File: src/rtl/fetch_stage_pkg.sv
// Shared types and constants for the instruction fetch stage.
package fetch_stage_pkg;

  // Encoding of an empty slot in the IF/ID register (sll $0,$0,0).
  localparam logic [31:0] NOP_INSTR = 32'h0000_0000;

  // Byte distance between consecutive instruction words.
  localparam int unsigned INSTR_BYTES = 4;

  // Fetch controller states.
  typedef enum logic [1:0] {
    S_REQ   = 2'd0,  // request outstanding, waiting for ack
    S_HELD  = 2'd1,  // word captured during a stall, bus idle
    S_DRAIN = 2'd2   // redirect pending behind an in-flight request
  } fetch_state_e;

endpackage

File: src/rtl/fetch_pc_unit.sv
// Program counter datapath: PC register, +4 adder, target mux and the
// redirect register that parks a branch target while a fetch drains.
module fetch_pc_unit
  import fetch_stage_pkg::*;
#(
  parameter int unsigned           PC_WIDTH = 32,
  parameter logic [PC_WIDTH-1:0]   RESET_PC = '0
) (
  input  logic                clk,
  input  logic                rst,
  input  logic                inc_i,
  input  logic                load_target_i,
  input  logic                load_redir_i,
  input  logic                capture_redir_i,
  input  logic [PC_WIDTH-1:0] br_target_i,
  output logic [PC_WIDTH-1:0] pc_o,
  output logic [PC_WIDTH-1:0] pc4_o
);

  localparam logic [PC_WIDTH-1:0] ALIGN_MASK  = ~PC_WIDTH'(3);
  localparam logic [PC_WIDTH-1:0] RESET_ALIGN = RESET_PC & ALIGN_MASK;

  logic [PC_WIDTH-1:0] pc_q, pc_d;
  logic [PC_WIDTH-1:0] redir_q, redir_d;
  logic [PC_WIDTH-1:0] targetAligned;

  // Branch targets are forced word aligned so pc[1:0] can never become nonzero.
  assign targetAligned = br_target_i & ALIGN_MASK;
  assign pc4_o         = pc_q + PC_WIDTH'(INSTR_BYTES);
  assign pc_o          = pc_q;

  // Next PC selection: a fresh branch beats a parked redirect, which beats sequential advance.
  always_comb begin
    pc_d    = pc_q;
    redir_d = redir_q;
    if (load_target_i) begin
      pc_d = targetAligned;
    end else if (load_redir_i) begin
      pc_d = redir_q;
    end else if (inc_i) begin
      pc_d = pc4_o;
    end
    if (capture_redir_i) begin
      redir_d = targetAligned;
    end
  end

  // PC and redirect registers.
  always_ff @(posedge clk or negedge rst) begin
    if (!rst) begin
      pc_q    <= RESET_ALIGN;
      redir_q <= '0;
    end else begin
      pc_q    <= pc_d;
      redir_q <= redir_d;
    end
  end

endmodule

File: src/rtl/fetch_stage.sv
// IF stage and IF/ID pipeline register. Fetches over a req/ack bus of
// variable latency, honours the load-use stall and taken-branch redirects.
module fetch_stage
  import fetch_stage_pkg::*;
#(
  parameter int unsigned           PC_WIDTH = 32,
  parameter logic [PC_WIDTH-1:0]   RESET_PC = '0
) (
  input  logic                clk,
  input  logic                rst,
  output logic                imem_req,
  output logic [PC_WIDTH-1:0] imem_addr,
  input  logic                imem_ack,
  input  logic [31:0]         imem_rdata,
  input  logic                cu_wpcir,
  input  logic                br_taken,
  input  logic [PC_WIDTH-1:0] br_target,
  output logic [31:0]         if_instr,
  output logic [31:0]         id_instr,
  output logic [PC_WIDTH-1:0] id_pc4
);

  fetch_state_e        state_q, state_d;
  logic [31:0]         idInstr_q, idInstr_d;
  logic [PC_WIDTH-1:0] idPc4_q, idPc4_d;
  logic [31:0]         hold_q, hold_d;

  logic [PC_WIDTH-1:0] pc, pc4;
  logic                pcInc, pcLoadTarget, pcLoadRedir, redirCapture;
  logic                ackValid;

  fetch_pc_unit #(
    .PC_WIDTH (PC_WIDTH),
    .RESET_PC (RESET_PC)
  ) u_pc (
    .clk             (clk),
    .rst             (rst),
    .inc_i           (pcInc),
    .load_target_i   (pcLoadTarget),
    .load_redir_i    (pcLoadRedir),
    .capture_redir_i (redirCapture),
    .br_target_i     (br_target),
    .pc_o            (pc),
    .pc4_o           (pc4)
  );

  // The address is the PC itself; it only moves on an ack, so it is stable mid-request.
  assign imem_addr = pc;
  assign imem_req  = rst && (state_q != S_HELD);
  assign ackValid  = imem_ack && imem_req;
  assign id_instr  = idInstr_q;
  assign id_pc4    = idPc4_q;

  // Instruction shown to the control unit for hazard detection this cycle.
  always_comb begin
    if_instr = NOP_INSTR;
    if (rst) begin
      if (state_q == S_REQ && ackValid) begin
        if_instr = imem_rdata;
      end else if (state_q == S_HELD) begin
        if_instr = hold_q;
      end
    end
  end

  // Fetch controller: branch beats stall beats normal flow in every state.
  always_comb begin
    state_d      = state_q;
    idInstr_d    = idInstr_q;
    idPc4_d      = idPc4_q;
    hold_d       = hold_q;
    pcInc        = 1'b0;
    pcLoadTarget = 1'b0;
    pcLoadRedir  = 1'b0;
    redirCapture = 1'b0;
    case (state_q)
      S_REQ: begin
        if (ackValid) begin
          if (br_taken) begin
            pcLoadTarget = 1'b1;
            idInstr_d    = NOP_INSTR;
          end else if (cu_wpcir) begin
            hold_d  = imem_rdata;
            state_d = S_HELD;
          end else begin
            idInstr_d = imem_rdata;
            idPc4_d   = pc4;
            pcInc     = 1'b1;
          end
        end else begin
          if (br_taken) begin
            redirCapture = 1'b1;
            idInstr_d    = NOP_INSTR;
            state_d      = S_DRAIN;
          end else if (!cu_wpcir) begin
            idInstr_d = NOP_INSTR;
          end
        end
      end
      S_HELD: begin
        if (br_taken) begin
          hold_d       = NOP_INSTR;
          pcLoadTarget = 1'b1;
          idInstr_d    = NOP_INSTR;
          state_d      = S_REQ;
        end else if (!cu_wpcir) begin
          idInstr_d = hold_q;
          idPc4_d   = pc4;
          pcInc     = 1'b1;
          state_d   = S_REQ;
        end
      end
      S_DRAIN: begin
        idInstr_d = NOP_INSTR;
        if (ackValid) begin
          state_d = S_REQ;
          if (br_taken) begin
            pcLoadTarget = 1'b1;
          end else begin
            pcLoadRedir = 1'b1;
          end
        end else if (br_taken) begin
          redirCapture = 1'b1;
        end
      end
      default: begin
        state_d = S_REQ;
      end
    endcase
  end

  // State, IF/ID and stall hold registers.
  always_ff @(posedge clk or negedge rst) begin
    if (!rst) begin
      state_q   <= S_REQ;
      idInstr_q <= NOP_INSTR;
      idPc4_q   <= '0;
      hold_q    <= NOP_INSTR;
    end else begin
      state_q   <= state_d;
      idInstr_q <= idInstr_d;
      idPc4_q   <= idPc4_d;
      hold_q    <= hold_d;
    end
  end

endmodule

File: config.mk
export PLATFORM = sky130hd
export DESIGN_NAME = fetch_stage
export DESIGN_NICKNAME = d
export VERILOG_FILES = /design/src/rtl/fetch_stage_pkg.sv /design/src/rtl/fetch_pc_unit.sv /design/src/rtl/fetch_stage.sv
export SDC_FILE = /design/constraint.sdc
export NUM_CORES = 1
export LEC_CHECK = 0
export ABC_AREA = 1
export BUFFER_PORTS_ARGS = -buffer_cell sky130_fd_sc_hd__buf_2
export CORE_MARGIN = 2
export CORE_UTILIZATION = 55
export DETAILED_ROUTE_END_ITERATION = 7
export PLACE_DENSITY = 0.91
export SLEW_MARGIN = 20
export SYNTH_ARGS = -nofsm -noshare
export SYNTH_HDL_FRONTEND = slang
export SYNTH_SLANG_ARGS = --single-unit
File: constraint.sdc
create_clock -name clk -period 2.4 [get_ports clk]
set_input_delay 0.48 -clock clk [delete_from_list [all_inputs] [get_ports clk]]
set_output_delay 0.48 -clock clk [all_outputs]
set_load 0.02 [all_outputs]
# Word-level counts from Yosys, hierarchy flattened
# Cells that the tools add are included.
word_totals:
  reg_bits: 160
  input_bits: 69
  out_inout_bits: 129
  elab_cells: 75
classes:
  n_addsub: 1
  eq_ne: 13
  n_mux: 43
  n_reduce_logical: 12
ops:
  columns: ["cell", "count"]
  rows:
  - ["$mux W32", 20]
  - ["$pmux W32 S2", 2]
  - ["$pmux W32 S3", 1]
  - ["$add A32 B3 Y32 const B", 1]
  - ["$ne A3 B3 Y1 const B", 5]
  - ["$mux W2", 7]
  - ["$mux W1", 10]
  - ["$ne A2 B2 Y1 const B", 5]
  - ["$reduce_and A5 Y1", 2]
  - ["$pmux W2 S3", 1]
  - ["$reduce_bool A3 Y1", 2]
  - ["$pmux W1 S2", 2]
  - ["$logic_and A1 B1 Y1", 3]
  - ["$reduce_and A3 Y1", 1]
  - ["$eq A2 B1 Y1 const B", 1]
  - ["$eq A2 B2 Y1 const B", 1]
  - ["$logic_not A2 Y1", 1]
  - ["$ne A2 B1 Y1 const B", 1]
  - ["$reduce_and A2 Y1", 1]
  - ["$reduce_bool A2 Y1", 1]
  - ["$reduce_or A2 Y1", 1]

# Logic depth before layout (Yosys ltp)
# Gate-level depths: netlist of run 1.
depth:
  word_depth: 8
  mapped_depth: 12
  mapped_depth_nobuf: 11

# By module
# A second synthesis of run 1 with hierarchy kept.
hier_totals:
  hier_cells: 1224
  area_unflattened_um2: 8868.5
by_module_without_submodules:
  columns: ["module", "n_inst", "cells_per_inst", "area_each_um2", "seq_area_each_um2"]
  rows:
  - ["fetch_stage", 1, 647, 5037.3, 2452.4]
  - ["fetch_pc_unit", 1, 577, 3831.2, 1501.4]

# Worst setup path before layout of run 1
# OpenSTA, ideal clock, no wires.
synth_timing:
  kind: "register to output"
  start: "register state_q[1]"
  end: "output port if_instr[10]"
  arrival_time_ps: 1899
  t_required_ps: 1920
  path_slack_ps: 21
  stages_incl_launch_ff: 9
  n_path_buf: 1
  path_cell_list: "dfrtp_1 inv_1 ha_1 nor2_4 nand3_1 inv_1 clkbuf_1 nand2_1 a21oi_1"
synth_between:
  elab_chain_cells: 6
  word_cells_on_any_way: 9
  cone_classes: "2 x eq/ne; 3 x mux; 4 x reduce/logical"
synth_rtl:
  columns: ["element", "line_no", "source"]
  rows:
  - ["start: declaration", "fetch_stage.sv:23", "fetch_state_e state_q, state_d;"]
  - ["start signal: assignment", "fetch_stage.sv:140", "state_q <= state_d;"]
  - ["$ne A2 B1 Y1", "fetch_stage.sv:49", "assign imem_req = rst && (state_q != S_HELD);"]
  - ["$logic_and A1 B1 Y1", "fetch_stage.sv:49", null]
  - ["via imem_req", "fetch_stage.sv:11", "output logic imem_req,"]
  - ["$logic_and A1 B1 Y1", "fetch_stage.sv:50", "assign ackValid = imem_ack && imem_req;"]
  - ["$logic_and A1 B1 Y1", "fetch_stage.sv:58", "if (state_q == S_REQ && ackValid) begin"]
  - ["$mux W32", "fetch_stage.sv:58", null]
  - ["$mux W32", "fetch_stage.sv:57", "if (rst) begin"]
  - ["end: declaration", "fetch_stage.sv:18", "output logic [31:0] if_instr,"]
# The timed path passes the listed nets, and every way through them passes these cells.

# Final worst setup path of run 1
layout_timing:
  start: "register state_q[1]"
  end: "output port if_instr[28]"
layout_between:
  elab_chain_cells: 6
  word_cells_on_any_way: 9
  cone_classes: "2 x eq/ne; 3 x mux; 4 x reduce/logical"
layout_rtl:
  columns: ["element", "line_no"]
  rows:
  - ["$ne A2 B1 Y1", "fetch_stage.sv:49"]
  - ["$logic_and A1 B1 Y1", "fetch_stage.sv:49"]
  - ["$logic_and A1 B1 Y1", "fetch_stage.sv:50"]
  - ["$logic_and A1 B1 Y1", "fetch_stage.sv:58"]
  - ["$mux W32 (*)", "fetch_stage.sv:58"]
  - ["$mux W32 (*)", "fetch_stage.sv:57"]
# Mark *: on every way between the ends. The rest lies on a longest branch, timed or not.

==> flow_summary.html, run 1 <==
<table>
<tr><th>Metric</th><th>Value</th></tr>
<tr><th colspan="2">Placed design</th></tr>
<tr><td>Number of instances in the placed design</td><td>1472</td></tr>
<tr><td>Port buffer count</td><td>191</td></tr>
<tr><td>Worst setup slack before clock tree synthesis</td><td>0.0356 ns</td></tr>
<tr><td>Final HPWL DP</td><td>15900 um</td></tr>
<tr><td>GP Congestion</td><td>0.885</td></tr>
<tr><th colspan="2">Timing</th></tr>
<tr><td>Final Cycle Share</td><td>103%</td></tr>
<tr><td>Final hold violation count</td><td>0</td></tr>
<tr><td>Total of endpoints with negative setup slack in the final report</td><td>6</td></tr>
<tr><td>Headroom to the max-slew limit</td><td>42.7%</td></tr>
<tr><td>Fin. max-slew vios</td><td>0</td></tr>
<tr><td>Least setup slack across all paths after layout</td><td>-0.0664 ns</td></tr>
<tr><td>Setup repair after global routing missed its margin</td><td>true</td></tr>
<tr><td>Slew at the pin closest to its max-slew limit</td><td>0.860 ns</td></tr>
<tr><td>Worst Clk Skew</td><td>0.0135 ns</td></tr>
<tr><td>Time the worst path needs with I/O delays and setup</td><td>2.47 ns</td></tr>
<tr><td>Max Freq</td><td>405 MHz</td></tr>
<tr><th colspan="2">Floorplanning</th></tr>
<tr><td>Row cnt</td><td>45</td></tr>
<tr><td>Die Area</td><td>16600 sq um</td></tr>
<tr><td>DIE WIDTH</td><td>129 um</td></tr>
<tr><td>Top-Level Pins</td><td>198</td></tr>
<tr><td>Height of the die</td><td>129 um</td></tr>
<tr><td>Core region area</td><td>15200 sq um</td></tr>
<tr><td>Starting density of the core</td><td>56.4%</td></tr>
<tr><th colspan="2">Cells and area</th></tr>
<tr><td>Antenna fix cells</td><td>0</td></tr>
<tr><td>Final net count</td><td>1387</td></tr>
<tr><td>Layout Area Growth over Synthesis</td><td>25.5%</td></tr>
<tr><td>Share of final-layout standard cells stronger than drive strength 1</td><td>24.3%</td></tr>
<tr><td>Most common cell after layout, fill and taps aside</td><td>sky130_fd_sc_hd__nand2_1</td></tr>
<tr><td>Top library cells by usage in the layout, fill and taps aside</td><td>sky130_fd_sc_hd__nand2_1, sky130_fd_sc_hd__buf_2, sky130_fd_sc_hd__dfrtp_1</td></tr>
<tr><td>Number of cells in the finished layout apart from fillers</td><td>1514</td></tr>
<tr><th colspan="2">Clocking</th></tr>
<tr><td>Clock Sinks</td><td>156</td></tr>
<tr><td>Clock H-tree levels</td><td>4</td></tr>
<tr><td>Clock transition at the registers of the reported paths</td><td>0.07 ns</td></tr>
<tr><td>Clk buf depth</td><td>2</td></tr>
<tr><td>CTS Hold Buffers Added</td><td>0</td></tr>
<tr><td>CTS buffer count</td><td>17</td></tr>
<tr><td>TritonCTS clock tree</td><td>done</td></tr>
<tr><td>Latest clock arrival within the worst-skew pair</td><td>0.44 ns</td></tr>
<tr><td>Cell at the root of the clock tree</td><td>sky130_fd_sc_hd__clkbuf_16</td></tr>
<tr><th colspan="2">Drt</th></tr>
<tr><td>Detailed Route Iter0 Violations</td><td>976</td></tr>
<tr><td>DR vias/cell</td><td>5.87</td></tr>
<tr><td>Number of routed nets with antenna violations</td><td>0</td></tr>
<tr><td>Wire length after detailed routing</td><td>26000 um</td></tr>
<tr><td>DRC Markers</td><td>0</td></tr>
<tr><td>Vias</td><td>8881</td></tr>
<tr><td>Detailed-route wire length per cell</td><td>17.2 um</td></tr>
<tr><td>Drt pass-1 iters</td><td>6</td></tr>
<tr><th colspan="2">Setup path</th></tr>
<tr><td>Worst-path maximum fanout</td><td>8</td></tr>
<tr><td>Kind of end point of the critical path</td><td>primary output</td></tr>
<tr><td>CP max stage delay</td><td>0.37 ns</td></tr>
<tr><td>Buf/Inv on CP</td><td>4</td></tr>
<tr><td>Endpoint arrival time on the critical path</td><td>1.99 ns</td></tr>
<tr><td>Critical Setup Path Class</td><td>flip-flop to primary output</td></tr>
<tr><td>Required time at the endpoint of the critical path</td><td>1.92 ns</td></tr>
<tr><td>Worst path cell trace</td><td>inv_2 -&gt; ha_4 -&gt; nor2_4 -&gt; nand3_4 -&gt; inv_6 -&gt; buf_12 -&gt; nand2_4 -&gt; a21oi_2 -&gt; buf_4</td></tr>
<tr><td>Kind of cell with the highest combined delay on the critical path</td><td>buffers and inverters</td></tr>
<tr><td>CP Launch Type</td><td>flip-flop</td></tr>
<tr><td>Setup slack on the worst flop-to-flop path</td><td>0.15 ns</td></tr>
<tr><td>Master of the slowest instance on the critical path</td><td>sky130_fd_sc_hd__dfrtp_1</td></tr>
<tr><th colspan="2">Pwr</th></tr>
<tr><td>P_leak</td><td>0.00539 uW</td></tr>
<tr><td>Total power</td><td>14700 uW</td></tr>
<tr><td>VDD IR-drop max</td><td>0.730 mV</td></tr>
<tr><td>Pwr/cell area</td><td>1360 nW/um^2</td></tr>
<tr><th colspan="2">Status</th></tr>
<tr><td>Failing checks</td><td>negative setup slack</td></tr>
<tr><td>Outcome</td><td>finished with violations</td></tr>
<tr><th colspan="2">Synth</th></tr>
<tr><td>EDFF count, synth</td><td>0</td></tr>
<tr><td>Async set-reset flop share out of synthesis</td><td>100%</td></tr>
<tr><td>Synthesized instance count</td><td>1138</td></tr>
<tr><td>Distinct cell type count of the synthesized netlist</td><td>34</td></tr>
<tr><td>Mean instance size in the synthesized netlist</td><td>7.53 sq um</td></tr>
<tr><td>Post-synthesis cell type with the largest combined area</td><td>sky130_fd_sc_hd__dfrtp_1</td></tr>
<tr><td>Primary FF master, synth</td><td>sky130_fd_sc_hd__dfrtp_1</td></tr>
<tr><td>Post-synthesis sequential area ratio</td><td>45.5%</td></tr>
<tr><td>Number of storage elements in the synthesis netlist</td><td>156</td></tr>
<tr><td>Warnings, synthesis</td><td>0</td></tr>
<tr><td>Share of the synthesized area in the top cell type</td><td>45.5%</td></tr>
<tr><td>Area of the mapped netlist</td><td>8570 sq um</td></tr>
<tr><td>Most area-consuming cells after synthesis</td><td>sky130_fd_sc_hd__dfrtp_1, sky130_fd_sc_hd__nand2_1, sky130_fd_sc_hd__nand3_1</td></tr>
<tr><th colspan="2">Global route</th></tr>
<tr><td>GR Overflow Total</td><td>0</td></tr>
<tr><td>Maximum number of pins on one net before global-route repair</td><td>157</td></tr>
<tr><td>Vias in the first global route</td><td>8031</td></tr>
<tr><td>GRT Resource Usage Total</td><td>30.3%</td></tr>
<tr><td>Number of antenna violations at the first check in global routing</td><td>0</td></tr>
<tr><td>First-pass GRT wire length</td><td>39900 um</td></tr>
<tr><th colspan="2">Job</th></tr>
<tr><td>Count of maximum capacitance violations</td><td>0</td></tr>
<tr><th colspan="2">Min path</th></tr>
<tr><td>Worst min-delay path class</td><td>input pin to asynchronous set/reset pin</td></tr>
</table>
[layout make-up]
cell class	count	area, sq um
fill	1118	4440
multi-input combinational	831	4170
sequential	156	3910
timing repair buffer	223	1490
clock buffer	19	433
inverter	84	320
tap	188	235
clock inverter	13	213
[path summary, 6_finish.rpt]
path / from / end / cells past startpoint
setup / recovery: state_q[1] / if_instr[28] / 9
hold / removal: rst / id_pc4[5] / 2
setup reg to reg: state_q[1] / u_pc.pc_o[15] / 12
hold reg to reg: id_pc4[4] / id_pc4[4] / 2
max in group asynchronous: rst / state_q[0] / 2
min in group clk: br_target[22] / u_pc.redir_q[22] / 2
[registers in the layout (all words and copies together), names as in the netlist]
register / cells
hold_q: 32
id_instr: 32
id_pc4: 30
u_pc.pc_o: 30
u_pc.redir_q: 30
state_q: 2
[per-layer routing]
metal,up-vias,GRT usage [%],routed length [um]
met2,637,49.0,12300
met5,-,0,0
met3,87,7.07,2910
li1,4055,-,-
met4,0,12.3,811
met1,4102,39.6,10000
[timing repair]
item                       in CTS  in global routing
pin swaps                       1                  1
setup buffers                   3                  4
cloned                          1                  2
resized for setup              36                 56
setup endpoints to repair      32                 44
[stage by stage]
| stage | TNS (ns) | hold slack (ns) | instance area, sq um | utilization, % |
|---|---|---|---|---|
| CTS | -0.102 | 0.257 | 10500 | 68.9 |
| detailed placement | 0 | 0.461 | 9680 | 63.7 |
| floorplan | 0 | 0.184 | 8580 | - |
| finish | -0.142 | 0.177 | 10800 | 70.8 |
| global placement | 0 | 0.459 | 9680 | 63.7 |
| global route | -2.06 | 0.265 | 10800 | 70.8 |
[kinds of logic after synthesis]
kind of cell	share of synthesized area (%)
xor gates and xnor gates	0.919
AOI/OAI and AO/OA	12.3
buffers and inverters	8.10
DFF	45.5
muxes	3.24
and+or+nand+nor	29.1
other	0.0437
adders and majority gates	0.730
[power breakdown]
| group | internal (uW) | switching (uW) |
|---|---|---|
| Clock | 1860 | 1140 |
| Sequential | 3860 | 994 |
| Combinational | 2450 | 4380 |
| Total | 8160 | 6510 |
[Yosys cell counts, types with 3 or more instances]
library cell / count
sky130_fd_sc_hd__nand2_1: 318
sky130_fd_sc_hd__dfrtp_1: 156
sky130_fd_sc_hd__nor2_1: 140
sky130_fd_sc_hd__nand3_1: 126
sky130_fd_sc_hd__inv_1: 80
sky130_fd_sc_hd__a21oi_1: 65
sky130_fd_sc_hd__o21ai_0: 63
sky130_fd_sc_hd__a31oi_1: 51
sky130_fd_sc_hd__clkbuf_1: 36
sky130_fd_sc_hd__mux2_4: 17
sky130_fd_sc_hd__buf_2: 12
sky130_fd_sc_hd__buf_4: 11
sky130_fd_sc_hd__o21ai_1: 9
sky130_fd_sc_hd__buf_6: 8
sky130_fd_sc_hd__xor2_1: 7
sky130_fd_sc_hd__nand4_1: 6
sky130_fd_sc_hd__ha_1: 5
sky130_fd_sc_hd__buf_1: 3
sky130_fd_sc_hd__inv_2: 3
sky130_fd_sc_hd__o21bai_1: 3
Note: power is estimated with default switching activity, not from simulation.
==> run 2, diff against run 1 <==
--- a/config.mk
+++ b/config.mk
@@ -5,10 +5,9 @@
 export SDC_FILE = /design/constraint.sdc
 export NUM_CORES = 1
 export LEC_CHECK = 0
-export ABC_AREA = 1
 export BUFFER_PORTS_ARGS = -buffer_cell sky130_fd_sc_hd__buf_2
 export CORE_MARGIN = 2
-export CORE_UTILIZATION = 55
+export CORE_UTILIZATION = 54
 export DETAILED_ROUTE_END_ITERATION = 7
 export PLACE_DENSITY = 0.91
 export SLEW_MARGIN = 20
==> flow_summary.html, run 2 <==
<table>
<tr><th>Metric</th><th>Value</th></tr>
<tr><th colspan="2">Clocking</th></tr>
<tr><td>Clock transition at the registers of the reported paths</td><td>0.06 ns (was 0.07 ns)</td></tr>
<tr><td>TritonCTS clock tree</td><td>done (unchanged)</td></tr>
<tr><td>Latest clock arrival within the worst-skew pair</td><td>0.43 ns (was 0.44 ns)</td></tr>
<tr><td>Clock H-tree levels</td><td>4 (unchanged)</td></tr>
<tr><td>CTS buffer count</td><td>17 (unchanged)</td></tr>
<tr><td>Cell at the root of the clock tree</td><td>sky130_fd_sc_hd__clkbuf_16 (unchanged)</td></tr>
<tr><td>Clock Sinks</td><td>156 (unchanged)</td></tr>
<tr><td>Clk buf depth</td><td>2 (unchanged)</td></tr>
<tr><th colspan="2">Timing</th></tr>
<tr><td>Least setup slack across all paths after layout</td><td>-0.239 ns (was -0.0664 ns)</td></tr>
<tr><td>Time the worst path needs with I/O delays and setup</td><td>2.64 ns (was 2.47 ns)</td></tr>
<tr><td>Total of endpoints with negative setup slack in the final report</td><td>32 (was 6)</td></tr>
<tr><td>Final Cycle Share</td><td>110% (was 103%)</td></tr>
<tr><td>Headroom to the max-slew limit</td><td>55.9% (was 42.7%)</td></tr>
<tr><td>Fin. max-slew vios</td><td>0 (unchanged)</td></tr>
<tr><td>Worst Clk Skew</td><td>0.00944 ns (was 0.0135 ns)</td></tr>
<tr><td>Slew at the pin closest to its max-slew limit</td><td>0.662 ns (was 0.860 ns)</td></tr>
<tr><td>Final hold violation count</td><td>0 (unchanged)</td></tr>
<tr><td>Setup repair after global routing missed its margin</td><td>true (unchanged)</td></tr>
<tr><td>Max Freq</td><td>379 MHz (was 405 MHz)</td></tr>
<tr><th colspan="2">Synth</th></tr>
<tr><td>Distinct cell type count of the synthesized netlist</td><td>59 (was 34)</td></tr>
<tr><td>Top post-synthesis cells by count</td><td>sky130_fd_sc_hd__dfrtp_1, sky130_fd_sc_hd__nand2_1, sky130_fd_sc_hd__a22oi_1 (was sky130_fd_sc_hd__nand2_1, sky130_fd_sc_hd__dfrtp_1, sky130_fd_sc_hd__nor2_1)</td></tr>
<tr><td>Area of the mapped netlist</td><td>7790 sq um (was 8570 sq um)</td></tr>
<tr><td>EDFF count, synth</td><td>0 (unchanged)</td></tr>
<tr><td>Most frequent cell after synthesis</td><td>sky130_fd_sc_hd__dfrtp_1 (was sky130_fd_sc_hd__nand2_1)</td></tr>
<tr><td>Warnings, synthesis</td><td>0 (unchanged)</td></tr>
<tr><td>Number of storage elements in the synthesis netlist</td><td>156 (unchanged)</td></tr>
<tr><td>Share of the synthesized area in the top cell type</td><td>50.1% (was 45.5%)</td></tr>
<tr><td>Post-synthesis sequential area ratio</td><td>50.1% (was 45.5%)</td></tr>
<tr><td>Primary FF master, synth</td><td>sky130_fd_sc_hd__dfrtp_1 (unchanged)</td></tr>
<tr><td>Post-synthesis cell type with the largest combined area</td><td>sky130_fd_sc_hd__dfrtp_1 (unchanged)</td></tr>
<tr><td>Async set-reset flop share out of synthesis</td><td>100% (unchanged)</td></tr>
<tr><td>Most area-consuming cells after synthesis</td><td>sky130_fd_sc_hd__dfrtp_1, sky130_fd_sc_hd__a22oi_1, sky130_fd_sc_hd__o21ai_0 (was sky130_fd_sc_hd__dfrtp_1, sky130_fd_sc_hd__nand2_1, sky130_fd_sc_hd__nand3_1)</td></tr>
<tr><td>Mean instance size in the synthesized netlist</td><td>10.2 sq um (was 7.53 sq um)</td></tr>
<tr><td>Synthesized instance count</td><td>763 (was 1138)</td></tr>
<tr><th colspan="2">Cells and area</th></tr>
<tr><td>Top library cells by usage in the layout, fill and taps aside</td><td>sky130_fd_sc_hd__buf_2, sky130_fd_sc_hd__dfrtp_1, sky130_fd_sc_hd__nand2_1 (was sky130_fd_sc_hd__nand2_1, sky130_fd_sc_hd__buf_2, sky130_fd_sc_hd__dfrtp_1)</td></tr>
<tr><td>Area of all placed cells without fillers</td><td>9960 sq um (was 10800 sq um)</td></tr>
<tr><td>Antenna fix cells</td><td>0 (unchanged)</td></tr>
<tr><td>Most common cell after layout, fill and taps aside</td><td>sky130_fd_sc_hd__buf_2 (was sky130_fd_sc_hd__nand2_1)</td></tr>
<tr><td>Layout Area Growth over Synthesis</td><td>27.8% (was 25.5%)</td></tr>
<tr><td>Share of final-layout standard cells stronger than drive strength 1</td><td>34.0% (was 24.3%)</td></tr>
<tr><td>Final net count</td><td>1030 (was 1387)</td></tr>
<tr><td>Number of cells in the finished layout apart from fillers</td><td>1149 (was 1514)</td></tr>
<tr><th colspan="2">Floorplanning</th></tr>
<tr><td>Starting density of the core</td><td>55.7% (was 56.4%)</td></tr>
<tr><td>Top-Level Pins</td><td>198 (unchanged)</td></tr>
<tr><td>Height of the die</td><td>124 um (was 129 um)</td></tr>
<tr><td>Core region area</td><td>14000 sq um (was 15200 sq um)</td></tr>
<tr><td>DIE WIDTH</td><td>124 um (was 129 um)</td></tr>
<tr><td>Row cnt</td><td>43 (was 45)</td></tr>
<tr><td>Die Area</td><td>15400 sq um (was 16600 sq um)</td></tr>
<tr><th colspan="2">Drt</th></tr>
<tr><td>Drt pass-1 iters</td><td>6 (unchanged)</td></tr>
<tr><td>Met3 wire length</td><td>2120 um (was 2910 um)</td></tr>
<tr><td>Number of routed nets with antenna violations</td><td>0 (unchanged)</td></tr>
<tr><td>Detailed Route Iter0 Violations</td><td>676 (was 976)</td></tr>
<tr><td>Highest routed metal layer</td><td>met4 (unchanged)</td></tr>
<tr><td>Detailed-routed wire length on met2</td><td>10700 um (was 12300 um)</td></tr>
<tr><td>Wire length the detailed router placed on met1</td><td>8660 um (was 10000 um)</td></tr>
<tr><td>Vias</td><td>7022 (was 8881)</td></tr>
<tr><td>DR vias/cell</td><td>6.11 (was 5.87)</td></tr>
<tr><td>Wire length after detailed routing</td><td>22100 um (was 26000 um)</td></tr>
<tr><td>Detailed-route wire length per cell</td><td>19.2 um (was 17.2 um)</td></tr>
<tr><td>DRC Markers</td><td>0 (unchanged)</td></tr>
<tr><th colspan="2">Global route</th></tr>
<tr><td>First-pass GRT wire length</td><td>34300 um (was 39900 um)</td></tr>
<tr><td>Maximum number of pins on one net before global-route repair</td><td>92 (was 157)</td></tr>
<tr><td>GR Overflow Total</td><td>0 (unchanged)</td></tr>
<tr><td>GRT Resource Usage Total</td><td>28.7% (was 30.3%)</td></tr>
<tr><td>Number of antenna violations at the first check in global routing</td><td>0 (unchanged)</td></tr>
<tr><td>Vias in the first global route</td><td>6774 (was 8031)</td></tr>
<tr><th colspan="2">Setup path</th></tr>
<tr><td>Required time at the endpoint of the critical path</td><td>1.92 ns (about the same)</td></tr>
<tr><td>Worst-path maximum fanout</td><td>16 (was 8)</td></tr>
<tr><td>Critical Setup Path Class</td><td>flip-flop to primary output (unchanged)</td></tr>
<tr><td>Kind of end point of the critical path</td><td>primary output (unchanged)</td></tr>
<tr><td>CP Launch Type</td><td>flip-flop (unchanged)</td></tr>
<tr><td>Endpoint arrival time on the critical path</td><td>2.16 ns (was 1.99 ns)</td></tr>
<tr><th colspan="2">Placed design</th></tr>
<tr><td>Post-placement cell area</td><td>9070 sq um (was 9680 sq um)</td></tr>
<tr><td>GP Congestion</td><td>0.889 (was 0.885)</td></tr>
<tr><td>Number of instances in the placed design</td><td>1106 (was 1472)</td></tr>
<tr><td>Worst setup slack before clock tree synthesis</td><td>0.246 ns (was 0.0356 ns)</td></tr>
<tr><td>Port buffer count</td><td>191 (unchanged)</td></tr>
<tr><td>Final HPWL DP</td><td>14000 um (was 15900 um)</td></tr>
<tr><th colspan="2">Pwr</th></tr>
<tr><td>VDD IR-drop max</td><td>0.527 mV (was 0.730 mV)</td></tr>
<tr><td>P_leak</td><td>0.00451 uW (was 0.00539 uW)</td></tr>
<tr><td>Pwr/cell area</td><td>1160 nW/um^2 (was 1360 nW/um^2)</td></tr>
<tr><td>Total power</td><td>11600 uW (was 14700 uW)</td></tr>
<tr><th colspan="2">Status</th></tr>
<tr><td>Failing checks</td><td>negative setup slack (unchanged)</td></tr>
<tr><td>Outcome</td><td>finished with violations (unchanged)</td></tr>
<tr><th colspan="2">Min path</th></tr>
<tr><td>Worst min-delay path class</td><td>input pin to asynchronous set/reset pin (unchanged)</td></tr>
<tr><th colspan="2">Job</th></tr>
<tr><td>Count of maximum capacitance violations</td><td>0 (unchanged)</td></tr>
</table>
==> run 2: stage by stage <==
step	util (%)	hold WS, ns	setup TNS, ns
6_report	71.2	0.0955	-3.49
5_1_grt	71.2	0.118	-7.22
4_1_cts	70.9	-0.159	-4.93
3_5_place_dp	64.8	0.295	0
3_3_place_gp	64.8	0.292	0
2_1_floorplan	-	0.184	0
==> run 2: what timing repair did <==
| action | CTS | global route |
|---|---|---|
| setup buffers | 6 | 3 |
| pin swaps | 1 | 2 |
| resized for setup | 41 | 12 |
| cloned | 3 | 0 |
| endpoints found under the hold margin | 4 | 4 |
| endpoints found under the setup margin | 32 | 33 |
==> run 2: cell type report <==
cell class              count  area [sq um]
fillers                   986          4030
multi-input cells         538          3680
inverters                   8          32.5
clock inverters             8           105
repair buffers            235          1500
flip-flops and latches    156          3900
well taps                 180           225
clock buffers              24           512
==> run 2: cells by family after synthesis <==
kind of cell | after synthesis | share of synthesized area, %
adder cells (fa/ha/maj) | 5 | 0.803
multiplexers | 33 | 4.75
other | 1 | 0.0481
XOR/XNOR | 32 | 3.60
AND/OR/NAND/NOR | 199 | 13.6
AO/OA/AOI/OAI | 265 | 22.9
buffers and inverters | 72 | 4.24
flip-flops | 156 | 50.1
==> run 2: worst paths after layout <==
check / startpoint / end / slack, ns / depth (start not counted)
worst min-delay path: rst / id_instr[30] / 0.1 / 2
worst max register to register: state_q[0] / u_pc.pc_o[25] / 0.17 / 9
max in group asynchronous: rst / u_pc.redir_q[14] / 1.10 / 3
worst min register to register: id_instr[8] / id_instr[8] / 0.48 / 2
worst max-delay path: state_q[0] / if_instr[9] / -0.24 / 9
min in group clk: br_target[4] / u_pc.pc_o[4] / 0.28 / 3
==> run 2: power breakdown <==
part / switching, uW / internal [uW]
clock: 1070 / 1700
combinational: 2380 / 1770
sequential: 973 / 3690
==> run 2: critical path, stage by stage (launching register included) <==
cell,delay [ns]
sky130_fd_sc_hd__dfrtp_1,0.41
sky130_fd_sc_hd__buf_4,0.16
sky130_fd_sc_hd__inv_4,0.06
sky130_fd_sc_hd__ha_4,0.13
sky130_fd_sc_hd__inv_2,0.06
sky130_fd_sc_hd__nor2_4,0.17
sky130_fd_sc_hd__buf_6,0.23
sky130_fd_sc_hd__a22oi_1,0.13
sky130_fd_sc_hd__nor2b_1,0.22
sky130_fd_sc_hd__buf_4,0.18
==> run 2: routing by layer <==
metal | track usage (%) | up-vias
met5 | 0 | -
met1 | 35.8 | 3417
li1 | - | 3192
met2 | 46.4 | 362
met4 | 11.9 | 0
met3 | 8.97 | 51
